## config.mk

```make
export PLATFORM = sky130hd
export DESIGN_NAME = eqopp_arbiter
export DESIGN_NICKNAME = d
export VERILOG_FILES = /design/src/rtl/eqopp_pkg.sv /design/src/rtl/eqopp_wait_ctr.sv /design/src/rtl/eqopp_arbiter.sv
export SDC_FILE = /design/constraint.sdc
export NUM_CORES = 1
export LEC_CHECK = 0
export BUFFER_PORTS_ARGS = -buffer_cell sky130_fd_sc_hd__buf_2
export CAP_MARGIN = 20
export CORE_AREA = 10 10 60 62
export CTS_CLUSTER_DIAMETER = 100
export DETAILED_ROUTE_END_ITERATION = 8
export DIE_AREA = 0 0 70 72
export HOLD_SLACK_MARGIN = 0.02
export PLACE_DENSITY = 0.76
export SLEW_MARGIN = 0
export SYNTH_ARGS = -nofsm -noshare
export SYNTH_HDL_FRONTEND = slang
export SYNTH_HIERARCHICAL = 1
export SYNTH_SLANG_ARGS = --single-unit
```

## constraint.sdc

```tcl
create_clock -name clk -period 1.5 [get_ports clk]
set_clock_uncertainty 0.15 [all_clocks]
set_input_delay 0.3 -clock clk [delete_from_list [all_inputs] [get_ports clk]]
set_output_delay 0.3 -clock clk [all_outputs]
set_load 0.01 [all_outputs]
```

## src/rtl/eqopp_pkg.sv

```systemverilog
// Shared types and default parameters for the equal-opportunity arbiter.
// The optional grant statistics are enabled with the EQOPP_STATS_EN macro.
package eqopp_pkg;

  typedef enum logic [1:0] {
    IDLE  = 2'd0,
    GNT_A = 2'd1,
    GNT_B = 2'd2
  } state_t;

  typedef enum logic {
    WIN_A = 1'b0,
    WIN_B = 1'b1
  } winner_t;

  localparam int unsigned MAX_HOLD_DEF     = 4;
  localparam int unsigned WAIT_W_DEF       = 4;
  localparam int unsigned STARVE_LIMIT_DEF = 8;
  localparam int unsigned CNT_W_DEF        = 8;
  localparam int unsigned IMB_LIMIT_DEF    = 4;
  localparam int unsigned HOLD_W           = 4;

endpackage

```

## src/rtl/eqopp_wait_ctr.sv

```systemverilog
// Saturating per-requester wait counter with its starvation compare.
module eqopp_wait_ctr
  import eqopp_pkg::*;
#(
  parameter int unsigned WAIT_W       = WAIT_W_DEF,
  parameter int unsigned STARVE_LIMIT = STARVE_LIMIT_DEF
) (
  input  logic clk,
  input  logic reset,
  input  logic req_i,
  input  logic grant_i,
  output logic starve_o
);

  logic [WAIT_W-1:0] wait_q, wait_d;

  always_comb begin
    wait_d = wait_q;
    if (!req_i || grant_i) begin
      wait_d = '0;
    end else if (wait_q != '1) begin
      wait_d = wait_q + WAIT_W'(1);
    end
  end

  always_ff @(posedge clk) begin
    if (reset) begin
      wait_q <= '0;
    end else begin
      wait_q <= wait_d;
    end
  end

  assign starve_o = (wait_q >= WAIT_W'(STARVE_LIMIT));

endmodule

```

## src/rtl/eqopp_arbiter.sv

```systemverilog
// Two-requester round-robin arbiter with hold limit, starvation flags and
// optional grant statistics (EQOPP_STATS_EN).
//   state | meaning
//   IDLE  | no grant outstanding
//   GNT_A | requester A owns the grant
//   GNT_B | requester B owns the grant
module eqopp_arbiter
  import eqopp_pkg::*;
#(
  parameter int unsigned MAX_HOLD     = MAX_HOLD_DEF,
  parameter int unsigned WAIT_W       = WAIT_W_DEF,
  parameter int unsigned STARVE_LIMIT = STARVE_LIMIT_DEF,
  parameter int unsigned CNT_W        = CNT_W_DEF,
  parameter int unsigned IMB_LIMIT    = IMB_LIMIT_DEF
) (
  input  logic             clk,
  input  logic             reset,
  input  logic             req_a_i,
  input  logic             req_b_i,
  output logic             grant_a_o,
  output logic             grant_b_o,
  output logic             starve_a_o,
  output logic             starve_b_o,
  output logic [CNT_W-1:0] gcnt_a_o,
  output logic [CNT_W-1:0] gcnt_b_o,
  output logic             imbalance_o
);

  state_t            state_q, state_d;
  winner_t           last_win_q, last_win_d;
  logic [HOLD_W-1:0] hold_q, hold_d;
  logic              grant_a_q, grant_b_q;
  logic              start_a, start_b;

  always_comb begin
    state_d    = state_q;
    hold_d     = hold_q;
    last_win_d = last_win_q;
    case (state_q)
      IDLE: begin
        if (req_a_i && (!req_b_i || last_win_q == WIN_B)) state_d = GNT_A;
        else if (req_b_i)                                 state_d = GNT_B;
      end
      GNT_A: begin
        if (!req_a_i)                                         state_d = req_b_i ? GNT_B : IDLE;
        else if (req_b_i && hold_q == HOLD_W'(MAX_HOLD))      state_d = GNT_B;
      end
      GNT_B: begin
        if (!req_b_i)                                         state_d = req_a_i ? GNT_A : IDLE;
        else if (req_a_i && hold_q == HOLD_W'(MAX_HOLD))      state_d = GNT_A;
      end
      default: state_d = IDLE;
    endcase

    start_a = (state_d == GNT_A) && (state_q != GNT_A);
    start_b = (state_d == GNT_B) && (state_q != GNT_B);
    if (start_a)      last_win_d = WIN_A;
    else if (start_b) last_win_d = WIN_B;

    // hold_cnt is 1 on the first grant cycle and saturates at the limit
    if (start_a || start_b) begin
      hold_d = HOLD_W'(1);
    end else if (state_d != IDLE && hold_q != HOLD_W'(MAX_HOLD)) begin
      hold_d = hold_q + HOLD_W'(1);
    end
  end

  always_ff @(posedge clk) begin
    if (reset) begin
      state_q    <= IDLE;
      last_win_q <= WIN_B;
      hold_q     <= '0;
      grant_a_q  <= 1'b0;
      grant_b_q  <= 1'b0;
    end else begin
      state_q    <= state_d;
      last_win_q <= last_win_d;
      hold_q     <= hold_d;
      grant_a_q  <= (state_d == GNT_A);
      grant_b_q  <= (state_d == GNT_B);
    end
  end

  assign grant_a_o = grant_a_q;
  assign grant_b_o = grant_b_q;

  eqopp_wait_ctr #(.WAIT_W(WAIT_W), .STARVE_LIMIT(STARVE_LIMIT)) u_wait_a (
    .clk      (clk),
    .reset    (reset),
    .req_i    (req_a_i),
    .grant_i  (grant_a_q),
    .starve_o (starve_a_o)
  );

  eqopp_wait_ctr #(.WAIT_W(WAIT_W), .STARVE_LIMIT(STARVE_LIMIT)) u_wait_b (
    .clk      (clk),
    .reset    (reset),
    .req_i    (req_b_i),
    .grant_i  (grant_b_q),
    .starve_o (starve_b_o)
  );

`ifdef EQOPP_STATS_EN
  logic [CNT_W-1:0]        gcnt_a_q, gcnt_b_q;
  logic signed [CNT_W:0]   diff;
  logic [CNT_W:0]          adiff;

  always_ff @(posedge clk) begin
    if (reset) begin
      gcnt_a_q <= '0;
      gcnt_b_q <= '0;
    end else begin
      if (start_a && gcnt_a_q != '1) gcnt_a_q <= gcnt_a_q + CNT_W'(1);
      if (start_b && gcnt_b_q != '1) gcnt_b_q <= gcnt_b_q + CNT_W'(1);
    end
  end

  // one extra bit keeps the difference exact in both directions
  assign diff        = $signed({1'b0, gcnt_a_q}) - $signed({1'b0, gcnt_b_q});
  assign adiff       = diff[CNT_W] ? $unsigned(-diff) : $unsigned(diff);
  assign gcnt_a_o    = gcnt_a_q;
  assign gcnt_b_o    = gcnt_b_q;
  assign imbalance_o = (adiff > (CNT_W+1)'(IMB_LIMIT));
`else
  assign gcnt_a_o    = '0;
  assign gcnt_b_o    = '0;
  assign imbalance_o = 1'b0;
`endif

endmodule

```

## Word-level counts from Yosys, hierarchy flattened

Index checks and enable logic that the tools add are counted.

| word-level totals | value |
|---|---|
| bits in registers | 17 |
| output and inout port bits | 21 |

| cells by class | value |
|---|---|
| mux-type cells | 13 |
| eq/ne operators | 10 |
| order comparisons | 2 |
| add/subtract/negate cells | 3 |
| reductions and logical operators | 19 |

Operators with widths:

| cell | number |
|---|---|
| $mux 2 | 7 |
| $add 4x1->4 const B | 3 |
| $ge 4x4->1 const B | 2 |
| $ne 4x4->1 const B | 2 |
| $logic_and 1x1->1 | 6 |
| $pmux 2 s3 | 1 |
| $reduce_bool 2->1 | 3 |
| $reduce_or 2->1 | 3 |
| $mux 1 | 5 |
| $eq 2x1->1 const B | 2 |
| $eq 2x2->1 const B | 2 |
| $eq 4x3->1 const B | 1 |
| $logic_or 1x1->1 | 4 |
| $ne 4x3->1 const B | 1 |
| $logic_not 1->1 | 2 |
| $logic_not 2->1 | 1 |
| $ne 2x1->1 const B | 1 |
| $ne 2x2->1 const B | 1 |

## Longest topological paths before layout

Gate-level depths: netlist of run 1.

| depth | value |
|---|---|
| depth after elaboration | 9 |
| depth in mapped cells | 7 |
| gate-level depth less buffers | 6 |

## By module

The synthesis of run 1 kept the hierarchy.

By module, submodules not included:

| module | times used | sequential area each (um^2) | area an instance (um^2) | cells an instance |
|---|---|---|---|---|
| eqopp_arbiter | 1 | 180.2 | 688.2 | 80 |
| eqopp_wait_ctr | 2 | 80.1 | 198.9 | 23 |

## Worst setup path before layout of run 1

No wires, ideal clock.

| timing | value |
|---|---|
| path kind | reg2reg |
| start point | register hold_q[0] |
| end point | register grant_b_q, in the netlist grant_b_o |
| data required time | 1.280 ns |
| cell stages (with the launch flop) | 8 |
| setup time | 0.070 ns |
| clock period less this slack | 1.605 ns |
| setup slack | -0.105 ns |
| arrival time | 1.385 ns |
| cells stage by stage | dfxtp_1 -> inv_1 -> ha_1 -> nand3b_4 -> buf_6 -> mux2_4 -> a21o_1 -> a21oi_1 |

| between the ends | value |
|---|---|
| longest elaborated chain between the ends | 6 |
| elaborated cells between the ends (all ways) | 9 |

Ends and longest elaborated chain:

| element | line | RTL |
|---|---|---|
| start: declaration | eqopp_arbiter.sv:31 | `logic [HOLD_W-1:0] hold_q, hold_d;` |
| start signal: assignment | eqopp_arbiter.sv:78 | `hold_q <= hold_d;` |
| $eq 4x3->1 * | eqopp_arbiter.sv:46, eqopp_arbiter.sv:50 |  |
| $logic_and 1x1->1 (on tied branches) | eqopp_arbiter.sv:50, eqopp_arbiter.sv:46 |  |
| $mux 2 (on tied branches) | eqopp_arbiter.sv:50, eqopp_arbiter.sv:46 |  |
| $mux 2 (on tied branches) | eqopp_arbiter.sv:49, eqopp_arbiter.sv:45 |  |
| $pmux 2 s3 * | eqopp_arbiter.sv:39 | `case (state_q)` |
| $eq 2x2->1 * | eqopp_arbiter.sv:80 | `grant_b_q <= (state_d == GNT_B);` |
| end signal: assignment | eqopp_arbiter.sv:80 |  |
| end: declaration | eqopp_arbiter.sv:32 | `logic grant_a_q, grant_b_q;` |

Every way passes the cells marked *; elsewhere a longest branch is shown, timed or not.
A chain may end at the register's enable or synchronous reset.

## Worst setup path in the final report of run 1

| timing | value |
|---|---|
| start point | register hold_q[1] |
| end point | register hold_q[1] |

| between the ends | value |
|---|---|
| longest elaborated chain between the ends | 9 |
| elaborated cells between the ends (all ways) | 18 |

Ends and longest elaborated chain:

| element | line | RTL |
|---|---|---|
| $eq 4x3->1 | eqopp_arbiter.sv:46, eqopp_arbiter.sv:50 |  |
| $logic_and 1x1->1 (on tied branches) | eqopp_arbiter.sv:50, eqopp_arbiter.sv:46 |  |
| $mux 2 (on tied branches) | eqopp_arbiter.sv:50, eqopp_arbiter.sv:46 |  |
| $mux 2 (on tied branches) | eqopp_arbiter.sv:49, eqopp_arbiter.sv:45 |  |
| $pmux 2 s3 | eqopp_arbiter.sv:39 |  |
| $eq 2x1->1 / $eq 2x2->1 (equally long branches) | eqopp_arbiter.sv:55, eqopp_arbiter.sv:56 |  |
| $logic_and 1x1->1 (on tied branches) | eqopp_arbiter.sv:55, eqopp_arbiter.sv:56 |  |
| $logic_or 1x1->1 | eqopp_arbiter.sv:61 | `if (start_a \|\| start_b) begin` |
| $reduce_or 2->1 (no line) | -- |  |

Parallel ways exist; a longest one is shown, timed or not.

==> results of run 1 <==
==> cells in the final DEF (no fill, tap or decap), drive strengths merged, types with 2 or more instances in the layout <==
cell	synthesis	final
a21oi	10	10
a31oi	3	3
and3	2	2
buf	21	18
clkbuf	3	4
conb	1	17
dfxtp	17	17
ha	6	6
inv	8	8
mux2i	3	3
nand2	5	5
nand2b	2	2
nand3	7	7
nand3b	2	2
nor2	12	12
nor3	5	5
nor3b	2	2
o21ai	3	3
or3b	3	3
xnor2	2	2
xor2	2	2
==> report_power, final <==
part           total [W]  internal, W  switching, W
Clock           0.000246     0.000104      0.000142
Sequential      0.000488     0.000471     0.0000170
Combinational   0.000173    0.0000736     0.0000992
Total           0.000907     0.000648      0.000259
==> state kept, by name, indices dropped and copies added, names as in the netlist <==
name,count
grant_b_o,1
state_q,2
last_win_q,1
hold_q,4
u_wait_a/wait_q,4
grant_a_o,1
u_wait_b/wait_q,4
==> how the worst min path moves through the flow <==
stage	startpoint	endpoint	slack, ns	depth (start not counted)
floorplan	reset	last_win_q$_SDFFE_PP1P_	0.26	2
detailed placement	hold_q[0]$_SDFFE_PP0P_	hold_q[0]$_SDFFE_PP0P_	0.33	2
global placement	hold_q[0]$_SDFFE_PP0P_	hold_q[0]$_SDFFE_PP0P_	0.31	2
global route	req_b_i	state_q[0]$_SDFF_PP0_	0.12	2
finish	req_b_i	state_q[0]$_SDFF_PP0_	0.12	2
CTS	req_b_i	state_q[0]$_SDFF_PP0_	0.11	2
==> cell type report <==
type / count / area [sq um] / share of cell area, %
Inverter: 8 / 30.0 / 2.55
Clock buffer: 4 / 26.3 / 2.23
Sequential cell: 17 / 343 / 29.1
Timing Repair Buffer: 18 / 118 / 9.97
Tap cell: 30 / 37.5 / 3.18
Multi-Input combinational cell: 93 / 626 / 53.0
==> kinds of logic after synthesis <==
kind of cell | after synthesis
adder cells (fa/ha/maj) | 6
XOR/XNOR | 4
AO/OA/AOI/OAI | 21
other | 1
AND/OR/NAND/NOR | 41
flip-flops | 17
buffers and inverters | 32
multiplexers | 4
==> stage by stage <==
step                util [%]  std cells  setup WS, ns  total power [W]  area [sq um]
floorplan                  -        142        0.0110         0.000650          1160
global placement        46.3        166       -0.0311         0.000648          1130
detailed placement      46.3        166       -0.0762         0.000656          1130
CTS                     47.8        170       -0.0352         0.000908          1160
global route            48.5        170        -0.107         0.000961          1180
finish                  48.5        170       -0.0496         0.000907          1180
==> critical path, stage by stage, from the launching register on <==
cell      delay [ns]
dfxtp_2         0.35
inv_2           0.05
ha_4            0.15
nand3b_4        0.11
a21oi_2         0.06
or4_4           0.51
nor2_2          0.10
==> what timing repair did <==
action | 4_1_cts | 5_1_grt
gates cloned | 0 | 0
gates resized for setup | 4 | 5
setup endpoints to repair | 6 | 8
pin swaps | 7 | 2
==> per-layer routing <==
metal	track usage, %	vias up	part of all wire, %
met5	0	-	0
met4	6.14	0	2.4
met3	3.95	5	7.8
met2	15.0	17	51
met1	8.02	370	38
li1	-	418	-
==> impl_metrics.csv, run 1 <==
group,metric,value,unit
logic_synthesis,ys_seq_elements,17,
clock_network,insertion_delay,0.30,ns
worst_setup_path,r2r-end,"hold_q[1]$_SDFFE_PP0P_",
worst_setup_path,critPathMaxFanout,7,
cells_and_area,drive_gt1_share,31.4,%
timing,setup_violations,7,
route,drt_iter0_markers,20,
clock_network,clock_sinks,17,
worst_setup_path,critical_path_required,1.59,ns
logic_synthesis,synth_largest_area_cell,"dfxtp_1",
power_and_ir_drop,ir_drop,0.000627,V
place,numPortBuffers,7,
timing,maxSlewViolCount,0,
worst_setup_path,path_class,"reg -> reg",
logic_synthesis,post-synth-top-count-cell,"buf_4",
run_status,status,"finished, violations left",
grt,grt_start_max_net_pins,11,
route,wirelength,2.14,mm
grt,antenna_found_initial,0,
logic_synthesis,synth_adder_area_share,6.91,%
die,num_rows,18,
timing,whs,0.119,ns
worst_setup_path,r2r_start,"hold_q[1]$_SDFFE_PP0P_",
route,wl_per_cell,12.6,um
cells_and_area,antenna_cells,0,
die,initial_utilization,44.7,%
worst_setup_path,worstSetupEndpointType,"flip-flop",
place,place_congestion,0.842,
timing,setup-tns-final,-0.268,ns
grt,overflow,0,
route,vias,810,
clock_network,clk_pin_slew,0.09,ns
route,drc,0,
route,ant_nets,0,
die,die_area,5040,sq um
clock_network,max-clock-path-buffers,2,
die,core,2430,sq um
grt,grt_pass1_wl,3.64,mm
die,ios,25,
worst_setup_path,startpoint_type,"flip-flop",
hold_path,min_path_type,"in -> reg",
logic_synthesis,ys_async_sr_fraction,0,%
timing,rsz0062_at_grt,"yes",
die,die_h,72,um
power_and_ir_drop,pwr_density_cell,769,nW/um^2
worst_setup_path,arrival,1.64,ns
logic_synthesis,yosysUniqueCellTypes,32,
logic_synthesis,synth_seq_area_share,31.3,%
place,dp_hpwl,1.66,mm
logic_synthesis,synth_common_cells,"buf_4, dfxtp_1, nor2_1, a21oi_1, inv_1",
grt,first_global_vias,794,
timing,setup_ws,-0.0496,ns
clock_network,h-tree-depth,1,
route,drt-pass1-iter-count,4,
timing,hold_violations,0,
logic_synthesis,synth.mux.area_fraction,4.15,%
worst_setup_path,startpoint,"hold_q[1]$_SDFFE_PP0P_",
route,vias_per_cell,4.76,
clock_network,numCtsBuffers,3,
cells_and_area,area_growth,8.64,%
grt,grt.total_usage,8.66,%
clock_network,post-cts-setup-buffers,0,
timing,fin_crit,1.55,ns
clock_network,cts-root-buf,"clkbuf_4",
timing,fin_crit_sh,103,%
worst_setup_path,rrSetupSlack,-0.05,ns
logic_synthesis,synth_compound_area_share,12.0,%
clock_network,cts_hold_buf,0,
logic_synthesis,synth_simple_gate_area_share,21.8,%
logic_synthesis,syn_inst,126,
cells_and_area,nets,151,
timing,fmax,0.645,GHz
power_and_ir_drop,leakagePower,0.535,nW
cells_and_area,fillCellCount,234,
clock_network,cts_tree,"done",
logic_synthesis,synth_edf_count,0,
logic_synthesis,ys.flop_type,"dfxtp_1",
logic_synthesis,synth_xor_area_share,3.23,%
worst_setup_path,r2r_cells,6,
run,cap_violations,0,
logic_synthesis,synth.cell_area,1090,sq um
run_status,violations,"negative setup slack",
logic_synthesis,synth_area_leaders,"dfxtp_1, buf_4, ha_1, a21oi_1, nor2_1",
worst_setup_path,crit_end,"hold_q[1]$_SDFFE_PP0P_",
die,fp.dieW,70,um
logic_synthesis,avgSynthCellArea,8.62,sq um
logic_synthesis,synth_top_area_share,31.3,%
logic_synthesis,ys.warnings.count,6,
logic_synthesis,synth_top_family_by_area,"simple AND/OR/NAND/NOR gates",
(Power assumes the default switching activity.)
==> run 2, diff against run 1 <==
--- a/config.mk
+++ b/config.mk
@@ -11,8 +11,10 @@
 export CTS_CLUSTER_DIAMETER = 100
 export DETAILED_ROUTE_END_ITERATION = 8
 export DIE_AREA = 0 0 70 72
+export GPL_TIMING_DRIVEN = 1
 export HOLD_SLACK_MARGIN = 0.02
 export PLACE_DENSITY = 0.76
+export SKIP_LAST_GASP = 1
 export SLEW_MARGIN = 0
 export SYNTH_ARGS = -nofsm -noshare
 export SYNTH_HDL_FRONTEND = slang
==> run 2 against run 1 <==
The flow still finishes with violations (negative setup slack). Final cell count stayed put. First-iteration DRC count stayed put. Utilization stayed put. Largest cell class unchanged. Largest power group unchanged. Highest routed layer unchanged.
==> impl_metrics.csv, run 2 (same netlist as run 1, synthesis figures left out) <==
group,metric,value,unit
run_status,status,"finished, violations left",
run_status,violations,"negative setup slack",
power_and_ir_drop,leakagePower,0.535,nW
clock_network,cts_tree,"done",
die,die_area,5040,sq um
cells_and_area,largestRegisters,"hold_q: 4 flops, u_wait_a/wait_q: 4 flops, u_wait_b/wait_q: 4 flops",
cells_and_area,drive_gt1_share,31.4,%
grt,overflow,0,
route,wl_met3,167,um
cells_and_area,final_common_cell,"conb_1",
route,drc,0,
worst_setup_path,worstSetupEndpointType,"flip-flop",
grt,first_global_vias,794,
die,initial_utilization,44.7,%
timing,setup_violations,7,
clock_network,insertion_delay,0.30,ns
cells_and_area,area_growth,8.64,%
cells_and_area,layout_common_cells,"conb_1, dfxtp_1, buf_4",
timing,rsz0062_at_grt,"yes",
timing,setup-tns-final,-0.268,ns
power_and_ir_drop,ir_drop,0.000627,V
cells_and_area,fin_area,1180,sq um
route,highest_layer,"met4",
place,dpl_cell_area,1130,sq um
die,fp.dieW,70,um
worst_setup_path,critPathMaxFanout,7,
clock_network,clock_sinks,17,
die,num_rows,18,
clock_network,numCtsBuffers,3,
grt,grt.total_usage,8.66,%
cells_and_area,fillCellCount,234,
cells_and_area,fin_util,48.5,%
worst_setup_path,max_stage_delay,0.51,ns
clock_network,max-clock-path-buffers,2,
timing,fin_crit_sh,103,%
timing,maxSlewViolCount,0,
worst_setup_path,path_cells,"inv_2 > ha_4 > nand3b_4 > a21oi_2 > or4_4 > nor2_2",
timing,setup_ws,-0.0496,ns
route,drt-pass1-iter-count,4,
grt,grt_start_max_net_pins,11,
clock_network,cts_hold_buf,0,
die,core,2430,sq um
die,ios,25,
route,drt_iter0_markers,20,
worst_setup_path,startpoint_type,"flip-flop",
route,drt-met1-wl,820,um
worst_setup_path,path_class,"reg -> reg",
worst_setup_path,cp_slowest_cell,"or4_4",
power_and_ir_drop,pwr_density_cell,769,nW/um^2
run,cap_violations,0,
grt,grt_pass1_wl,3.64,mm
clock_network,h-tree-depth,1,
place,numPortBuffers,7,
cells_and_area,antenna_cells,0,
route,ant_nets,0,
worst_setup_path,critical_path_required,1.59,ns
route,vias_per_cell,4.76,
grt,antenna_found_initial,0,
route,wirelength,2.14,mm
timing,hold_violations,0,
place,place_congestion,0.842,
clock_network,clk_pin_slew,0.09,ns
route,vias,810,
clock_network,cts-root-buf,"clkbuf_4",
worst_setup_path,arrival,1.64,ns
hold_path,min_path_type,"in -> reg",
route,met2WireLength,1.10,mm
route,wl_per_cell,12.6,um
die,die_h,72,um
place,dp_hpwl,1.66,mm
cells_and_area,nets,151,
timing,fin_crit,1.55,ns
timing,fmax,0.645,GHz
==> run 2: path summary, 6_finish.rpt <==
check                              start                      to  slack [ns]  depth (start not counted)
hold reg to reg   hold_q[0]$_SDFFE_PP0P_  hold_q[0]$_SDFFE_PP0P_        0.34                          2
hold / removal                   req_b_i   state_q[0]$_SDFF_PP0_        0.12                          2
setup reg to reg  hold_q[1]$_SDFFE_PP0P_  hold_q[1]$_SDFFE_PP0P_       -0.05                          6
setup / recovery  hold_q[1]$_SDFFE_PP0P_  hold_q[1]$_SDFFE_PP0P_       -0.05                          6
==> run 2: critical path: cells and delay by family (launching register included) <==
family,cells,cell delay [ns]
AO/OA/AOI/OAI,1,0.06
adder cells (fa/ha/maj),1,0.15
buffers and inverters,1,0.05
flip-flops,1,0.35
AND/OR/NAND/NOR,3,0.72
==> run 2: cell type report <==
| type | instances | area, sq um | area share [%] |
|---|---|---|---|
| well taps | 30 | 37.5 | 3.18 |
| flip-flops and latches | 17 | 343 | 29.1 |
| inverters | 8 | 30.0 | 2.55 |
| clock buffers | 4 | 26.3 | 2.23 |
| multi-input cells | 93 | 626 | 53.0 |
| repair buffers | 18 | 118 | 9.97 |
==> run 2: metal layers <==
metal	track usage (%)	vias to the layer above
li1	-	418
met1	8.02	370
met2	15.0	17
met3	3.95	5
met4	6.14	0
met5	0	-
==> run 2: timing repair <==
item | CTS | global route
endpoints found under the setup margin | 6 | 8
setup buffers | 0 | 0
resized for setup | 4 | 5
pin swaps | 7 | 2
==> run 2: per-stage QoR <==
step / power (W) / std cells / setup slack, ns / hold slack (ns)
4_1_cts: 0.000908 / 170 / -0.0352 / 0.112
3_3_place_gp: 0.000648 / 166 / -0.0311 / 0.314
6_report: 0.000907 / 170 / -0.0496 / 0.119
3_5_place_dp: 0.000656 / 166 / -0.0762 / 0.325
5_1_grt: 0.000961 / 170 / -0.107 / 0.119
2_1_floorplan: 0.000650 / 142 / 0.0110 / 0.262
==> run 2: report_power, final <==
group | switching [W] | leakage [nW] | internal (W) | total [W]
Clock | 0.000142 | 0.0150 | 0.000104 | 0.000246
Sequential | 0.0000170 | 0.140 | 0.000471 | 0.000488
Combinational | 0.0000992 | 0.381 | 0.0000736 | 0.000173
==> run 3, diff against run 2 <==
--- a/config.mk
+++ b/config.mk
@@ -5,15 +5,16 @@
 export SDC_FILE = /design/constraint.sdc
 export NUM_CORES = 1
 export LEC_CHECK = 0
-export BUFFER_PORTS_ARGS = -buffer_cell sky130_fd_sc_hd__buf_2
 export CAP_MARGIN = 20
-export CORE_AREA = 10 10 60 62
+export CORE_AREA = 10 10 56 58
 export CTS_CLUSTER_DIAMETER = 100
 export DETAILED_ROUTE_END_ITERATION = 8
-export DIE_AREA = 0 0 70 72
+export DIE_AREA = 0 0 66 68
+export DONT_BUFFER_PORTS = 1
 export GPL_TIMING_DRIVEN = 1
 export HOLD_SLACK_MARGIN = 0.02
-export PLACE_DENSITY = 0.76
+export PLACE_DENSITY_LB_ADDON = 0.1
+export RECOVER_POWER = 100
 export SKIP_LAST_GASP = 1
 export SLEW_MARGIN = 0
 export SYNTH_ARGS = -nofsm -noshare
==> run 3 against run 2 <==
The flow still finishes with violations (negative setup slack). Utilization rose by 6.1 points. Via count fell by 1.4%. Clock power barely moved. Fmax rose by 1.1%. First-iteration DRC count fell by 10%. Count of clock-buffer cells in the layout did not move. Register-to-register slack improved by 0.02 ns. Total power fell by 1.8%. Sequential cell count did not move. Worst setup slack improved by 0.016 ns. Largest cell class unchanged.
==> impl_metrics.csv, run 3 (same netlist as run 1, synthesis figures left out) <==
group,metric,value,unit
die,initial_utilization,51.6,%
route,drc,0,
route,wl_per_cell,12.8,um
cells_and_area,fin_util,54.6,%
run,cap_violations,0,
timing,rsz0062_at_grt,"yes",
clock_network,insertion_delay,0.29,ns
place,place_congestion,0.809,
die,die_h,68,um
cells_and_area,layout_common_cells,"conb_1, dfxtp_1, nor2_1",
power_and_ir_drop,switching_share,28.0,%
cells_and_area,nets,143,
timing,fin_crit_sh,102,%
die,num_rows,17,
cells_and_area,largestRegisters,"hold_q: 4 flops, u_wait_a/wait_q: 4 flops, u_wait_b/wait_q: 4 flops",
power_and_ir_drop,power_frac_clock,27.9,%
timing,setup_violations,7,
worst_setup_path,rrSetupSlack,-0.03,ns
timing,fmax,0.652,GHz
grt,antenna_found_initial,0,
worst_setup_path,worstSetupEndpointType,"flip-flop",
place,dp_hpwl,1.46,mm
timing,maxSlewViolCount,0,
power_and_ir_drop,pwr_density_cell,774,nW/um^2
power_and_ir_drop,ir_drop,0.000533,V
power_and_ir_drop,intPower,0.000641,W
power_and_ir_drop,p_seq_share,55.0,%
die,ios,25,
clock_network,clk_pin_slew,0.10,ns
cells_and_area,drive_gt1_share,23.5,%
place,dpl_cell_area,1040,sq um
worst_setup_path,crit_end,"hold_q[1]$_SDFFE_PP0P_",
grt,first_global_vias,730,
grt,grt_pass1_wl,3.09,mm
grt,grt_start_max_net_pins,11,
clock_network,h-tree-depth,1,
die,fp.dieW,66,um
worst_setup_path,r2r_start,"hold_q[1]$_SDFFE_PP0P_",
hold_path,min_path_type,"in -> reg",
clock_network,cts_tree,"done",
cells_and_area,antenna_cells,0,
clock_network,clock_sinks,17,
cells_and_area,final_common_cell,"conb_1",
timing,setup_ws,-0.0331,ns
clock_network,max-clock-path-buffers,2,
worst_setup_path,critical_path_required,1.59,ns
clock_network,numCtsBuffers,3,
cells_and_area,fillCellCount,201,
worst_setup_path,critPathMaxFanout,5,
worst_setup_path,startpoint,"hold_q[1]$_SDFFE_PP0P_",
cells_and_area,fin_area,1150,sq um
timing,setup-tns-final,-0.0978,ns
power_and_ir_drop,p_comb_share,17.1,%
grt,overflow,0,
route,drt-pass1-iter-count,4,
worst_setup_path,r2r-end,"hold_q[1]$_SDFFE_PP0P_",
cells_and_area,area_growth,5.88,%
worst_setup_path,path_class,"reg -> reg",
route,drt_iter0_markers,18,
power_and_ir_drop,p_switching,0.000249,W
worst_setup_path,r2r_cells,6,
route,vias_per_cell,4.99,
grt,grt.total_usage,8.90,%
power_and_ir_drop,leakagePower,0.498,nW
worst_setup_path,startpoint_type,"flip-flop",
route,wirelength,2.05,mm
run_status,status,"finished, violations left",
timing,fin_crit,1.53,ns
die,die_area,4490,sq um
hold_path,hold_path_depth,3,
place,numPortBuffers,0,
run_status,violations,"negative setup slack",
clock_network,cts-root-buf,"clkbuf_4",
timing,hold_violations,0,
die,core,2110,sq um
route,vias,799,
worst_setup_path,arrival,1.62,ns
route,ant_nets,0,
==> run 3: stage by stage <==
stage | setup WS (ns) | hold WS, ns | power (W) | instances
after detailed placement | -0.0320 | 0.248 | 0.000629 | 151
after global routing | -0.106 | 0.0675 | 0.000951 | 160
final | -0.0331 | 0.0466 | 0.000890 | 160
after floorplan | 0.0110 | 0.262 | 0.000650 | 142
after global placement | -0.0189 | 0.244 | 0.000626 | 151
after CTS | -0.0336 | 0.0279 | 0.000895 | 158
==> run 3: cell type report <==
class                   count  area (sq um)  share of cell area (%)
inverters                   8          30.0                    2.61
clock buffers               4          26.3                    2.29
well taps                  28          35.0                    3.05
flip-flops and latches     17           343                    29.8
multi-input cells          93           629                    54.7
repair buffers             10          86.3                    7.51
==> run 3: worst max-delay path, cell delays in order (launching register included) <==
cell      delay [ns]
dfxtp_2         0.34
inv_2           0.05
ha_4            0.16
nand3b_4        0.11
a21oi_2         0.06
or4_4           0.51
nor2_2          0.11
==> run 3: how the worst min path moves through the flow <==
stage | from | endpoint | slack (ns)
2_1_floorplan | reset | last_win_q$_SDFFE_PP1P_ | 0.26
3_3_place_gp | req_b_i | state_q[0]$_SDFF_PP0_ | 0.24
3_5_place_dp | req_b_i | state_q[0]$_SDFF_PP0_ | 0.25
4_1_cts | reset | state_q[0]$_SDFF_PP0_ | 0.03
5_1_grt | reset | state_q[0]$_SDFF_PP0_ | 0.07
6_report | reset | state_q[0]$_SDFF_PP0_ | 0.05
==> run 3: layer usage <==
layer / track usage [%] / vias up / routed length [um]
met3: 3.26 / 6 / 129
met2: 14.6 / 15 / 1070
met4: 6.81 / 0 / 56
li1: - / 400 / -
met1: 9.18 / 378 / 791
met5: 0 / - / 0
==> run 3: power by group through the flow <==
stage | combinational (W) | clock, W | sequential, W
floorplan | 0.000153 | 0 | 0.000497
finish | 0.000152 | 0.000248 | 0.000490
global placement | 0.000127 | 0 | 0.000500
CTS | 0.000140 | 0.000266 | 0.000490
global route | 0.000173 | 0.000284 | 0.000494
detailed placement | 0.000129 | 0 | 0.000500
==> run 3: what timing repair did <==
| action | 4_1_cts | 5_1_grt |
|---|---|---|
| pin swaps | 3 | 6 |
| hold buffers | 3 | 0 |
| resized for setup | 1 | 9 |
| setup endpoints to repair | 5 | 7 |
| endpoints found under the hold margin | 9 | 0 |
| buffers inserted | 0 | 2 |
